<file path="config.mk">
export PLATFORM = sky130hd
export DESIGN_NAME = lu_arbiter
export DESIGN_NICKNAME = d
export VERILOG_FILES = /design/src/rtl/lu_pkg.sv /design/src/rtl/lu_core.sv /design/src/rtl/lu_arbiter.sv
export SDC_FILE = /design/constraint.sdc
export NUM_CORES = 1
export LEC_CHECK = 0
export ABC_AREA = 1
export CORE_MARGIN = 3
export CORE_UTILIZATION = 46
export CTS_BUF_LIST = sky130_fd_sc_hd__clkbuf_8
export CTS_CLUSTER_DIAMETER = 30
export DETAILED_ROUTE_END_ITERATION = 10
export GPL_ROUTABILITY_DRIVEN = 0
export PLACE_DENSITY_LB_ADDON = 0.1
export SYNTH_ARGS = -nofsm -noshare
export SYNTH_HDL_FRONTEND = slang
export SYNTH_SLANG_ARGS = --single-unit
</file>
<file path="constraint.sdc">
create_clock -name clk_i -period 3.04 [get_ports clk_i]
set_clock_uncertainty 0.05 [all_clocks]
set_input_delay 0.608 -clock clk_i [delete_from_list [all_inputs] [get_ports clk_i]]
set_output_delay 0.608 -clock clk_i [all_outputs]
set_load 0.02 [all_outputs]
</file>
<file path="src/rtl/lu_pkg.sv">
// ============================================================================
//  Module   : lu_pkg
//  Purpose  : Shared types and constants for the lu_arbiter logic-unit slice.
//  Revision : 1.0
// ============================================================================
`default_nettype none

package lu_pkg;

    localparam int LU_DATA_W   = 3;
    localparam int LU_ID_MAX_W = 3;

    typedef enum logic [1:0] {
        LU_ZERO = 2'b00,
        LU_AND  = 2'b01,
        LU_OR   = 2'b10,
        LU_XOR  = 2'b11
    } lu_op_e;

    typedef struct packed {
        logic [LU_ID_MAX_W-1:0] id;
        logic [LU_DATA_W-1:0]   data;
    } lu_rsp_t;

endpackage : lu_pkg

`default_nettype wire

</file>
<file path="src/rtl/lu_core.sv">
// ============================================================================
//  Module   : lu_core
//  Purpose  : Combinational logic unit: zero / AND / OR / XOR of two operands.
//  Revision : 1.0
// ============================================================================
`default_nettype none

module lu_core
    import lu_pkg::*;
#(
    parameter int DATA_W = LU_DATA_W
) (
    input  lu_op_e            op_i,
    input  logic [DATA_W-1:0] a_i,
    input  logic [DATA_W-1:0] b_i,
    output logic [DATA_W-1:0] res_o
);

    always_comb begin
        res_o = '0;
        case (op_i)
            LU_ZERO: res_o = '0;
            LU_AND:  res_o = a_i & b_i;
            LU_OR:   res_o = a_i | b_i;
            LU_XOR:  res_o = a_i ^ b_i;
            default: res_o = '0;
        endcase
    end

endmodule : lu_core

`default_nettype wire

</file>
<file path="src/rtl/lu_arbiter.sv">
// ============================================================================
//  Module   : lu_arbiter
//  Purpose  : Round-robin arbiter sharing one lu_core among NUM_REQ requesters,
//             with a single registered valid/ready response channel.
//             Optional macro LU_ARBITER_STALL_CNT_EN adds a saturating
//             16-bit response-stall counter on stall_cnt_o.
//  Revision : 1.0
// ============================================================================
`default_nettype none

module lu_arbiter
    import lu_pkg::*;
#(
    parameter  int NUM_REQ = 4,
    parameter  int DATA_W  = LU_DATA_W,
    localparam int ID_W    = $clog2(NUM_REQ)
) (
    input  logic                      clk_i,
    input  logic                      rst_i,
    input  logic [NUM_REQ-1:0]        req_valid_i,
    output logic [NUM_REQ-1:0]        req_ready_o,
    input  logic [NUM_REQ*2-1:0]      req_op_i,
    input  logic [NUM_REQ*DATA_W-1:0] req_a_i,
    input  logic [NUM_REQ*DATA_W-1:0] req_b_i,
    output logic                      rsp_valid_o,
    output logic [ID_W-1:0]           rsp_id_o,
    output logic [DATA_W-1:0]         rsp_data_o,
`ifdef LU_ARBITER_STALL_CNT_EN
    output logic [15:0]               stall_cnt_o,
`endif
    input  logic                      rsp_ready_i
);

    localparam int IDX_W = ID_W + 1;

    typedef enum logic [0:0] {
        ST_EMPTY = 1'b0,
        ST_FULL  = 1'b1
    } state_e;

    state_e              state_q, state_d;
    logic [ID_W-1:0]     rr_ptr_q, rr_ptr_d;
    logic [ID_W-1:0]     rsp_id_q, rsp_id_d;
    logic [DATA_W-1:0]   rsp_data_q, rsp_data_d;

    logic                win_found;
    logic [ID_W-1:0]     win_idx;
    logic [IDX_W-1:0]    cand;
    logic [IDX_W-1:0]    ptr_inc;
    logic                can_accept;
    logic                grant;
    lu_op_e              win_op;
    logic [DATA_W-1:0]   win_a;
    logic [DATA_W-1:0]   win_b;
    logic [DATA_W-1:0]   win_res;

    // Search rr_ptr, rr_ptr+1, ... with an explicit wrap so non power-of-2
    // NUM_REQ never indexes past the last requester.
    always_comb begin
        win_found = 1'b0;
        win_idx   = '0;
        cand      = '0;
        for (int i = 0; i < NUM_REQ; i++) begin
            cand = {1'b0, rr_ptr_q} + IDX_W'(i);
            if (cand >= IDX_W'(NUM_REQ)) begin
                cand = cand - IDX_W'(NUM_REQ);
            end
            if (!win_found && req_valid_i[cand[ID_W-1:0]]) begin
                win_found = 1'b1;
                win_idx   = cand[ID_W-1:0];
            end
        end
    end

    assign can_accept  = (state_q == ST_EMPTY) || rsp_ready_i;
    assign grant       = win_found && can_accept && !rst_i;
    assign req_ready_o = grant ? (NUM_REQ'(1) << win_idx) : '0;

    assign win_op = lu_op_e'(req_op_i[{win_idx, 1'b0} +: 2]);
    assign win_a  = req_a_i[int'(win_idx)*DATA_W +: DATA_W];
    assign win_b  = req_b_i[int'(win_idx)*DATA_W +: DATA_W];

    lu_core #(
        .DATA_W (DATA_W)
    ) u_core (
        .op_i  (win_op),
        .a_i   (win_a),
        .b_i   (win_b),
        .res_o (win_res)
    );

    always_comb begin
        ptr_inc = {1'b0, win_idx} + IDX_W'(1);
        if (ptr_inc == IDX_W'(NUM_REQ)) begin
            ptr_inc = '0;
        end
    end

    always_comb begin
        state_d    = state_q;
        rr_ptr_d   = rr_ptr_q;
        rsp_id_d   = rsp_id_q;
        rsp_data_d = rsp_data_q;
        if (grant) begin
            rr_ptr_d   = ptr_inc[ID_W-1:0];
            rsp_id_d   = win_idx;
            rsp_data_d = win_res;
        end
        case (state_q)
            ST_EMPTY: if (grant) state_d = ST_FULL;
            ST_FULL:  if (!grant && rsp_ready_i) state_d = ST_EMPTY;
            default:  state_d = ST_EMPTY;
        endcase
    end

    always_ff @(posedge clk_i) begin
        if (rst_i) begin
            state_q <= ST_EMPTY;
        end else begin
            state_q <= state_d;
        end
    end

    always_ff @(posedge clk_i) begin
        if (rst_i) begin
            rr_ptr_q   <= '0;
            rsp_id_q   <= '0;
            rsp_data_q <= '0;
        end else begin
            rr_ptr_q   <= rr_ptr_d;
            rsp_id_q   <= rsp_id_d;
            rsp_data_q <= rsp_data_d;
        end
    end

    assign rsp_valid_o = (state_q == ST_FULL);
    assign rsp_id_o    = rsp_id_q;
    assign rsp_data_o  = rsp_data_q;

`ifdef LU_ARBITER_STALL_CNT_EN
    logic [15:0] stall_cnt_q;

    always_ff @(posedge clk_i) begin
        if (rst_i) begin
            stall_cnt_q <= '0;
        end else if ((state_q == ST_FULL) && !rsp_ready_i && (stall_cnt_q != 16'hFFFF)) begin
            stall_cnt_q <= stall_cnt_q + 16'd1;
        end
    end

    assign stall_cnt_o = stall_cnt_q;
`endif

endmodule : lu_arbiter

`default_nettype wire

</file>
== Word level (Yosys, flattened, before mapping) ==
Index checks and enable logic that the tools add are counted.

* Reduce and logical (&&, ||, !) cells: 13
* Multipliers: 1
* Bitwise operators: 4
* Mux-type cells: 26
* $add $sub $neg: 8
* Shift-type cells: 4
* Equality and inequality tests: 4
* Magnitude comparators: 8

{| class="wikitable"
|+ Operator list
! operator !! number
|-
| 12-bit by 32-bit variable part select with 3-bit output || 1
|-
| 2-bit 2-to-1 mux || 9
|-
| 2-bit by 3-bit < comparator with 1-bit output (second input constant) || 4
|-
| 3-bit one-hot mux with 4 select lines || 1
|-
| 12-bit by 5-bit variable part select with 3-bit output || 1
|-
| 1-bit 2-to-1 mux || 10
|-
| 3-bit >= comparator (second input constant) || 3
|-
| 1-bit binary-select mux with 2-bit select || 4
|-
| 8-bit by 4-bit variable part select with 2-bit output || 1
|-
| 2-bit by 1-bit subtractor with 2-bit output (second input constant) || 4
|-
| 2-bit by 1-bit adder with 3-bit output (second input constant) || 2
|-
| 2-bit by 2-bit adder with 3-bit output (second input constant) || 2
|-
| 1-bit logical AND || 6
|-
| 1-bit zero test || 5
|-
| 2-bit == test (second input constant) || 2
|-
| 2-bit by 2-bit multiplier with 4-bit output (second input constant) || 1
|-
| 4-bit 2-to-1 mux || 1
|-
| 1-bit by 2-bit << shifter with 4-bit output (first input constant) || 1
|-
| 3-bit AND || 1
|-
| 3-bit == test (second input constant) || 1
|-
| 2-bit by 3-bit >= comparator with 1-bit output (second input constant) || 1
|-
| 3-bit OR || 1
|-
| 3-bit XOR || 1
|-
| 2-bit by 1-bit == test with 1-bit output (second input constant) || 1
|-
| other kinds (4) || 4
|}

* Input port bits: 39
* Word-level logic and storage cells: 72
* Bits in registers: 8

== Depth between registers and ports, before layout ==
* Depth in word-level cells: 20
* Depth in mapped cells: 21

== By module ==
From an unflattened synthesis, not the netlist that was laid out.

* Cells, all modules: 208
* Area total of the unflattened synthesis: 1132.3 um^2

{| class="wikitable"
|+ Modules (own cells, without submodules)
! module !! instances !! area each (um^2) !! cells an instance
|-
| lu_arbiter || 1 || 955.9 || 179
|-
| lu_core || 1 || 176.4 || 29
|}

== Worst setup path before layout ==
OpenSTA, ideal clock, no wires.

* Path type: input port to output port
* Start: in req_valid_i[2]
* End: out req_ready_o[0]
* Slack: 398 ps
* Buffers on the path: 1
* Arrival: 1984 ps
* Stages: 11
* Cell sequence: inv_1 > nand2_1 > nand3_2 > nand2_2 > nor2_4 > nand3_1 > nand2_4 > buf_2 > ha_1 > inv_1 > nor2_1

* Word-level cells in the longest chain between the ends: 15
* Elaborated cells between the ends (all ways): 26

{| class="wikitable"
|+ Ends and longest elaborated chain
! what !! line !! source
|-
| from (decl) || lu_arbiter.sv:20 || <nowiki>input logic [NUM_REQ-1:0] req_valid_i,</nowiki>
|-
| 1-bit binary-select mux with 2-bit select || lu_arbiter.sv:68 || <nowiki>if (!win_found && req_valid_i[cand[ID_W-1:0]]) begin</nowiki>
|-
| 1-bit 2-to-1 mux (not written as such) || lu_arbiter.sv:68 ||
|-
| 1-bit 2-to-1 mux || lu_arbiter.sv:68 ||
|-
| 1-bit zero test || lu_arbiter.sv:68 ||
|-
| 1-bit logical AND || lu_arbiter.sv:68 ||
|-
| 1-bit 2-to-1 mux || lu_arbiter.sv:68 ||
|-
| 1-bit zero test || lu_arbiter.sv:68 ||
|-
| 1-bit logical AND || lu_arbiter.sv:68 ||
|-
| 1-bit 2-to-1 mux || lu_arbiter.sv:68 ||
|-
| 1-bit zero test || lu_arbiter.sv:68 ||
|-
| 1-bit logical AND || lu_arbiter.sv:68 ||
|-
| 1-bit 2-to-1 mux || lu_arbiter.sv:68 ||
|-
| 1-bit logical AND (2 in a row) || lu_arbiter.sv:76 || <nowiki>assign grant = win_found && can_accept && !rst_i;</nowiki>
|-
| 4-bit 2-to-1 mux * || lu_arbiter.sv:77 || <nowiki>assign req_ready_o = grant ? (NUM_REQ'(1) << win_idx) : '0;</nowiki>
|-
| to (decl) || lu_arbiter.sv:21 || <nowiki>output logic [NUM_REQ-1:0] req_ready_o,</nowiki>
|}

Mark *: on every way between the ends. The rest lies on a longest branch, timed or not. The select of a mux whose other input is x is not followed.

== Worst setup path in the final report ==
* Start: in req_valid_i[3]
* End: reg rsp_data_q[1], in the netlist rsp_data_o[1]

* Word-level cells in the longest chain between the ends: 16
* Elaborated cells between the ends (all ways): 36

{| class="wikitable"
|+ Ends and longest elaborated chain
! what !! line !! source
|-
| 1-bit binary-select mux with 2-bit select || lu_arbiter.sv:68 ||
|-
| 1-bit 2-to-1 mux (not written as such) || lu_arbiter.sv:68 ||
|-
| 1-bit 2-to-1 mux || lu_arbiter.sv:68 ||
|-
| 1-bit zero test || lu_arbiter.sv:68 ||
|-
| 1-bit logical AND || lu_arbiter.sv:68 ||
|-
| 1-bit 2-to-1 mux || lu_arbiter.sv:68 ||
|-
| 1-bit zero test || lu_arbiter.sv:68 ||
|-
| 1-bit logical AND || lu_arbiter.sv:68 ||
|-
| 1-bit 2-to-1 mux || lu_arbiter.sv:68 ||
|-
| 1-bit zero test || lu_arbiter.sv:68 ||
|-
| 1-bit logical AND || lu_arbiter.sv:68 ||
|-
| 2-bit 2-to-1 mux || lu_arbiter.sv:68 ||
|-
| 2-bit by 2-bit multiplier with 4-bit output || lu_arbiter.sv:80, lu_arbiter.sv:81 ||
|-
| 12-bit by 32-bit variable part select with 3-bit output / 12-bit by 5-bit variable part select with 3-bit output (equally long branches) || lu_arbiter.sv:80, lu_arbiter.sv:81 ||
|-
| 3-bit XOR (tied with other cells) || lu_core.sv:25 || <nowiki>LU_XOR: res_o = a_i ^ b_i;</nowiki>
|-
| 3-bit one-hot mux with 4 select lines || lu_core.sv:21 || <nowiki>case (op_i)</nowiki>
|-
| to (signal assigned) || lu_arbiter.sv:132 || <nowiki>rsp_data_q <= rsp_data_d;</nowiki>
|-
| to (decl) || lu_arbiter.sv:44 || <nowiki>logic [DATA_W-1:0] rsp_data_q, rsp_data_d;</nowiki>
|}

Several ways; a longest one is shown, not always the timed one. The select of a mux whose other input is x is not followed.
A chain may end at the register's enable or synchronous reset.

==> out/qor.yml <==
timing:
  worst_pin_slew_ns: 0.232
  slew-limit-headroom: 0.845
  fin_crit_sh: 0.882
  rsz0062_at_grt: "false"
  setup_viol: 0
  holdWs_ns: 0.414
  hold_violations: 0
  fmax_mhz: 373
  finalSetupTns_ns: 0
  drv_slew: 0
  fin_crit_ns: 2.68
detailed_routing:
  viasPerCell: 4.98
  drt-initial-drc-count: 38
  ant_nets: 0
  first_pass_iters: 4
  wirelength_um: 3370
  remaining_drc_errors: 0
  via_count: 1529
  routedWlPerCell_um: 11.0
setup_path:
  cp_max_fo: 10
  cp.arrival_ns: 2.74
  critPathCaptureType: "flip-flop"
  worstSetupPathType: "input port to flip-flop"
  cp.required_ns: 3.10
  reg2reg_depth: 18
  cp-start-kind: "input port"
die:
  die_x_um: 60.0
  core_region_area_um2: 2610
  row_count: 18
  top_level_ports: 49
  dieHeight_um: 60.0
  initial_core_util: 0.513
  die_area_um2: 3600
yosys:
  yosys_warnings: 0
  synthArstFlopShare: 0
  synth_cell_types: 24
  synth_seq_cells: 8
  syn_inst: 213
  avgSynthCellArea_um2: 6.29
  ys.flop_type: "dfxtp_1"
  synthTopCellsByArea: "nand2_1 17%, dfxtp_1 12%, inv_1 9.8%, ha_1 9.3%, nand3_1 7.5%"
  synth.top_cell.area_share: 0.174
  synth_fp_nets: 262
  seq_area_frac_synth: 0.120
  synth.cell_area_um2: 1340
  synth_edf_count: 0
  synth_area_leader_cell: "nand2_1"
global_route:
  antenna_found_initial: 0
  track_usage: 0.190
  grt_pass1_vias: 1333
  grt_max_degree: 21
  grt_overflow: 0
  grt_pass1_wl_um: 5380
flow_run:
  cap_violations: 0
outcome:
  status: "completed"
layout:
  area_growth_pct: 50.1
  layout_common_cells: "58 x nand2_1, 40 x clkdlybuf4s50_1, 31 x inv_1"
  layout_commonest_cell: "nand2_1"
  diodes: 0
  drive_gt1_frac: 0.271
  nets: 328
worst_hold_path:
  worstHoldPathType: "flip-flop to flip-flop"
  whs_path_depth: 2
clock_tree:
  clkTransAtPathRegs_ns: 0.04
  cts_tree: "done"
  cts_buffers: 3
  insertion_delay_ns: 0.23
  cts.root.buffer_cell: "clkbuf_8"
  cts.sinks: 8
  htreeDepth: 1
  clk_path_buf_depth: 2
  cts-hold-fix-buffers: 0
placement:
  port_buffers: 48
  dp_hpwl_um: 2700
[metrics by stage]
step	util	instances	cell area (um2)	worst slack [ns]
2_1_floorplan	-	213	1340	0.398
3_3_place_gp	0.732	300	1910	-0.350
3_5_place_dp	0.732	300	1910	-0.375
4_1_cts	0.740	303	1930	0.0297
5_1_grt	0.770	307	2010	0.179
6_report	0.770	307	2010	0.360
[layout make-up]
| cell class | instances | area, um2 |
|---|---|---|
| Clock buffer | 3 | 41.3 |
| Fill cell | 215 | 601 |
| Inverter | 40 | 158 |
| Multi-Input combinational cell | 159 | 995 |
| Sequential cell | 8 | 160 |
| Tap cell | 30 | 37.5 |
| Timing Repair Buffer | 67 | 621 |
[critical path, cell delays in order]
cell,delay (ns)
dlymetal6s2s_1,0.13
inv_1,0.08
nand2_2,0.07
nand3_2,0.09
nand2_2,0.08
nor2_4,0.16
nand3_4,0.10
nand3_4,0.09
inv_2,0.07
buf_6,0.14
or2_1,0.21
a32oi_2,0.25
inv_2,0.05
ha_1,0.28
nand3_1,0.08
nand3_1,0.10
nand2_1,0.09
a21oi_1,0.06
[repair_timing]
| item | 4_1_cts | 5_1_grt |
|---|---|---|
| gates resized for setup | 16 | 18 |
| setup endpoints to repair | 4 | 7 |
| pin swaps | 0 | 7 |
| setup buffers | 0 | 4 |
[layer usage]
layer | wire length, um | GRT usage | vias up
li1 | - | - | 806
met1 | 1590 | 0.249 | 683
met2 | 1630 | 0.324 | 35
met3 | 118 | 0.0194 | 5
met4 | 36 | 0.0570 | 0
met5 | 0 | 0 | -
[sequential cells by signal, indices dropped and copies added (netlist names)]
| name | flops |
|---|---|
| rsp_data_o | 3 |
| rsp_id_o | 2 |
| rr_ptr_q | 2 |
| rsp_valid_o | 1 |
[synthesized netlist by cell type, types with 2 or more instances]
cell,count
buf_2,2
nand2_2,13
nand3_4,2
nand2_4,5
or2_1,4
a32oi_1,2
a21oi_1,9
inv_1,35
buf_6,3
ha_1,10
o21ai_0,4
inv_2,4
nand3_2,6
nor2_1,8
nand3b_1,2
nand3_1,20
dfxtp_1,8
nand2_1,62
a32oi_2,4
nand4_1,6
[cell families after synthesis]
family | after synthesis | synth area share
flip-flops | 8 | 0.120
buffers and inverters | 46 | 0.162
adder cells (fa/ha/maj) | 10 | 0.0934
AND/OR/NAND/NOR | 130 | 0.515
AO/OA/AOI/OAI | 19 | 0.110
[worst paths after layout]
path	startpoint	end	slack (ns)
max reg2reg	rr_ptr_q[1]	rsp_data_o[1]	0.39
min reg2reg	rsp_data_o[2]	rsp_data_o[2]	0.41
min	rsp_data_o[2]	rsp_data_o[2]	0.41
max	req_valid_i[3]	rsp_data_o[1]	0.36
Power is not shown: default switching activity piles up to over one toggle a cycle in this logic, so the estimate is an artifact.
